$ cat config.mk
export PLATFORM = sky130hd
export DESIGN_NAME = gpregs_wb_arbiter
export DESIGN_NICKNAME = d
export VERILOG_FILES = /design/src/rtl/gpregs_wb_arbiter.sv
export SDC_FILE = /design/constraint.sdc
export NUM_CORES = 1
export LEC_CHECK = 0
export BUFFER_PORTS_ARGS = -buffer_cell sky130_fd_sc_hd__clkbuf_2
export CAP_MARGIN = 20
export CORE_MARGIN = 2
export CORE_UTILIZATION = 49
export DETAILED_ROUTE_END_ITERATION = 16
export PLACE_DENSITY = 0.83
export SETUP_SLACK_MARGIN = 0.4
export SYNTH_ARGS = -nofsm -noshare
export SYNTH_HDL_FRONTEND = slang
export SYNTH_SLANG_ARGS = --single-unit
$ cat constraint.sdc
create_clock -name clk -period 4.4 [get_ports clk]
set_input_delay 0.88 -clock clk [delete_from_list [all_inputs] [get_ports clk]]
set_output_delay 0.88 -clock clk [all_outputs]
set_load 0.02 [all_outputs]
$ cat src/rtl/gpregs_wb_arbiter.sv
// Writeback arbiter for the GPREGS write port: round-robin between the ALU (req0)
// and the load unit (req1), a registered write stage, and a per-register busy scoreboard.
module gpregs_wb_arbiter #(
  parameter int DATA_WIDTH     = 32,
  parameter int REG_ADDR_WIDTH = 5,
  parameter int NUM_REGS       = 32
) (
  input  logic                      clk,
  input  logic                      nreset,
  input  logic                      hold,
  input  logic                      req0_valid,
  output logic                      req0_ready,
  input  logic [REG_ADDR_WIDTH-1:0] req0_reg,
  input  logic [DATA_WIDTH-1:0]     req0_data,
  input  logic                      req1_valid,
  output logic                      req1_ready,
  input  logic [REG_ADDR_WIDTH-1:0] req1_reg,
  input  logic [DATA_WIDTH-1:0]     req1_data,
  input  logic                      rsv_valid,
  input  logic [REG_ADDR_WIDTH-1:0] rsv_reg,
  output logic [REG_ADDR_WIDTH-1:0] write_reg,
  output logic [DATA_WIDTH-1:0]     din,
  output logic                      din_enable,
  output logic [NUM_REGS-1:0]       busy
);

  logic                      ptr_q, ptr_d;
  logic [REG_ADDR_WIDTH-1:0] write_reg_q, write_reg_d;
  logic [DATA_WIDTH-1:0]     din_q, din_d;
  logic                      din_enable_q, din_enable_d;
  logic [NUM_REGS-1:0]       busy_q, busy_d;

  logic                      grant0_s, grant1_s, hs_s, sel_nz_s;
  logic [REG_ADDR_WIDTH-1:0] sel_reg_s;
  logic [DATA_WIDTH-1:0]     sel_data_s;
  logic [NUM_REGS-1:0]       set_mask_s, clr_mask_s;

  // Grant decision; ready is forced low while reset is asserted.
  always_comb begin
    grant0_s = 1'b0;
    grant1_s = 1'b0;
    if (nreset && !hold) begin
      if (req0_valid && req1_valid) begin
        if (ptr_q) begin
          grant1_s = 1'b1;
        end else begin
          grant0_s = 1'b1;
        end
      end else begin
        grant0_s = req0_valid;
        grant1_s = req1_valid;
      end
    end else begin
      grant0_s = 1'b0;
      grant1_s = 1'b0;
    end
  end

  // Select the granted request's payload.
  always_comb begin
    hs_s = grant0_s | grant1_s;
    if (grant1_s) begin
      sel_reg_s  = req1_reg;
      sel_data_s = req1_data;
    end else begin
      sel_reg_s  = req0_reg;
      sel_data_s = req0_data;
    end
    sel_nz_s = (sel_reg_s != {REG_ADDR_WIDTH{1'b0}});
  end

  // Pointer next state: after a grant the other side is preferred.
  always_comb begin
    case ({grant1_s, grant0_s})
      2'b01:   ptr_d = 1'b1;
      2'b10:   ptr_d = 1'b0;
      default: ptr_d = ptr_q;
    endcase
  end

  // Write stage next state; address/data hold when idle, enable pulses one cycle.
  always_comb begin
    if (hs_s) begin
      write_reg_d  = sel_reg_s;
      din_d        = sel_data_s;
      din_enable_d = sel_nz_s;
    end else begin
      write_reg_d  = write_reg_q;
      din_d        = din_q;
      din_enable_d = 1'b0;
    end
  end

  // Scoreboard next state: a reservation wins over a same-cycle clear, x0 never busy.
  always_comb begin
    set_mask_s = {NUM_REGS{1'b0}};
    clr_mask_s = {NUM_REGS{1'b0}};
    if (rsv_valid) begin
      set_mask_s[rsv_reg] = 1'b1;
    end else begin
      set_mask_s = {NUM_REGS{1'b0}};
    end
    if (hs_s && sel_nz_s) begin
      clr_mask_s[sel_reg_s] = 1'b1;
    end else begin
      clr_mask_s = {NUM_REGS{1'b0}};
    end
    busy_d    = (busy_q & ~clr_mask_s) | set_mask_s;
    busy_d[0] = 1'b0;
  end

  // State registers.
  always_ff @(posedge clk or negedge nreset) begin
    if (!nreset) begin
      ptr_q        <= 1'b0;
      write_reg_q  <= {REG_ADDR_WIDTH{1'b0}};
      din_q        <= {DATA_WIDTH{1'b0}};
      din_enable_q <= 1'b0;
      busy_q       <= {NUM_REGS{1'b0}};
    end else begin
      ptr_q        <= ptr_d;
      write_reg_q  <= write_reg_d;
      din_q        <= din_d;
      din_enable_q <= din_enable_d;
      busy_q       <= busy_d;
    end
  end

  assign req0_ready = grant0_s;
  assign req1_ready = grant1_s;
  assign write_reg  = write_reg_q;
  assign din        = din_q;
  assign din_enable = din_enable_q;
  assign busy       = busy_q;

endmodule

==> metrics <==
WHS slightly below 0.5 ns; Synth area leader dfrtp_1; CP Cell Sequence clkbuf_2 > nand3b_4 > nor2_4 > inv_2 > ha_2 > or3_1 > nor4_1 > a21oi_1 > a221o_1; clock group share of total power 26.5%; switch share 35.33%; Reg2Reg Depth 9; Post-Syn Area 3701 um^2; RR Endpoint busy[8]$_DFF_PN0_; reg2reg start ptr_q$_DFFE_PN0P_; Hold Crit Depth 2; CP endpoint kind register; Max Clock Freq about 300 MHz; vias in the first global route 3708; sequential cell area fraction in the yosys report between 40% and 50%; first-pass GRT wire length 17530 um; Clock Skews approximately 0.010 ns; worst hold path class reg2reg; Slew Limit Fails 0; Net Sw Power roughly 690 uW; WP data required between 4 and 5 ns; Worst Path Buf+Inv 2; Core ar. 7292 um^2; Sequential Power Share 43.8%; I/O pin count 157; die area 8265 um^2; top-area cell type share of the netlist area 47.33%; Synth async-reset ratio 100.0%; # rows 31; top post-synthesis cells by count dfrtp_1, o21ai_0, nand2_1, mux2i_1, nand3_1; Final Hold Vio Count 0; Setup violations, final 0; Synth area leaders dfrtp_1, mux2i_1, o21ai_0, nand2_1, a32o_1; worst hold start write_reg[4]$_DFFE_PN0P_; Die Span Y 90.91 um; PnR worst setup slack 1.017 ns; crit path time final 3.383 ns; kind of critical path in2reg; die width just over 90 um; initial antenna violation count 0; DRT Pass-1 Iters 5; top-count cell post-synth dfrtp_1; WHS Endpoint write_reg[4]$_DFFE_PN0P_; dominant synthesized flop cell dfrtp_1; Buffers on Ports 155; gr ovfl total 0; RSZ-0062 raised after global routing false; DRC Markers 0; Pwr per Cell Area 413.5 nW/um^2; syn_nets between 400 and 500; critical path peak fanout 38; Largest register FFs 32; Mapped Avg Cell Area 10.03 um^2; count of cells resized by post-cts repair 0; outcome complete, no violations; Stages on worst setup path 9; Worst path max stage delay 0.48 ns; relative slew slack 40.55%; Post-CTS Setup Bufs 0; Iter 0 DRT Violations around 340; largest net degree at the start of global routing just over 70; Setup crit start kind primary input; CTS Buf Count 9; routed vias 3684; clock-pin transition on the worst setup and hold timing paths 0.07 ns; logic gate share of total power 29.7%; per-cell routed wire length between 15 and 20 um; Pleak 0.002353 uW; GP Congestion around 1; clk buf depth 2; post-synthesis cell type count 42; Post-layout nets 602; # Max-Cap Violations 0; final WL around 11000 um; Post-CTS Hold Fix Bufs 0; Synth Warn # 0; DP Worst Slack 0.6931 ns; GRT Total Usage 26.76%; Starting Density 50.75%; clock sinks 70; antenna cells 0; detailed-route vias per instance 5.952; FF-to-FF setup slack between 1 and 1.5 ns; CP top delay family simple AND/OR/NAND/NOR gates; final setup TNS 0 ns; Post-Synthesis Cells approximately 370; Slowest cell on crit path ha_2; layout cell share with drive strength beyond 1 35.38%; antenna-violating nets left 0; number of synthesized flops with an enable pin 0; worst-margin pin slew approximately 0.9 ns; Max IR drop VDD between 0.2 and 0.25 mV; Total Power 1949 uW; CTS tree built; Layout area overhead 27.32%; internal power 1260 uW; H-tree levels 3; fin crit share 76.88%; root buffer selected by CTS clkbuf_8; worst-skew pair later-pin latency approximately 0.34 ns; Worst Path Arrival 3.60 ns; DP HPWL 8102 um; Yosys reg bits 70
metrics by stage:
step / util, % / std cells / area [um^2]
after floorplan: - / 369 / 3701
after global placement: 61.98 / 603 / 4519
after detailed placement: 61.98 / 603 / 4519
after CTS: 64.62 / 619 / 4712
after global routing: 64.62 / 619 / 4712
final: 64.62 / 619 / 4712
layer usage:
layer	track usage, %	vias to the layer above	part of all wire [%]
met5	0	-	0
met4	12.63	0	3.9
met3	7.930	37	9.4
met2	44.34	228	48
met1	32.01	1731	38
li1	-	1688	-
cell families after synthesis:
| logic type | synth area share (%) |
|---|---|
| AO/OA/AOI/OAI | 19.57 |
| adder cells (fa/ha/maj) | 0.6760 |
| buffers and inverters | 3.583 |
| flip-flops | 47.33 |
| multiplexers | 10.01 |
| other | 0.1013 |
| AND/OR/NAND/NOR | 18.73 |
layout make-up:
| cell class | count | area [um^2] |
|---|---|---|
| Fill cell | 646 | 2580 |
| Multi-Input combinational cell | 270 | 1819 |
| Sequential cell | 70 | 1752 |
| Timing Repair Buffer | 159 | 805.8 |
| Clock buffer | 13 | 148.9 |
| Tap cell | 99 | 123.9 |
| Clock inverter | 3 | 43.79 |
| Inverter | 5 | 18.77 |
power groups by stage:
stage          logic [uW]  registers [uW]  clock network [uW]
3_3_place_gp          571             859                   0
2_1_floorplan         177            1010                   0
6_report              579             853                 517
3_5_place_dp          584             862                   0
5_1_grt               629             869                 557
4_1_cts               583             853                 526
cell usage in the layout, fill, tap and decap left out, types with 2 or more instances in the layout:
cell,count
nand3b_1,5
nand2b_1,2
o211ai_1,12
o21ai_0,51
o311a_1,2
nor3_1,4
nand4_1,3
dfrtp_1,70
nor3b_2,2
inv_1,4
nand2_1,40
a211o_1,4
nor2b_1,2
nor4_1,2
a32o_1,13
nor2_1,9
or3b_2,3
mux2i_1,37
nor3b_1,9
clkbuf_1,3
buf_4,4
and3b_1,6
and3_1,2
clkbuf_8,10
or2_2,3
clkbuf_2,154
nand3_1,26
a21oi_1,5
o311ai_0,12
o41ai_1,3
a221o_1,2
tightest hold or removal path: cells and delay by family, from the launching register on:
family	cells	cell delay, ns
AO/OA/AOI/OAI	1	0.06
flip-flops	1	0.34
AND/OR/NAND/NOR	1	0.05
how the worst max path moves through the flow:
stage,start,end,slack [ns]
2_1_floorplan,req0_valid,busy[14]$_DFF_PN0_,1.40
3_3_place_gp,req0_valid,busy[16]$_DFF_PN0_,0.80
3_5_place_dp,req0_valid,busy[16]$_DFF_PN0_,0.69
4_1_cts,req0_valid,busy[8]$_DFF_PN0_,1.05
5_1_grt,hold,busy[16]$_DFF_PN0_,0.78
6_report,hold,busy[8]$_DFF_PN0_,1.02
Power figures use the tool's default switching activity.
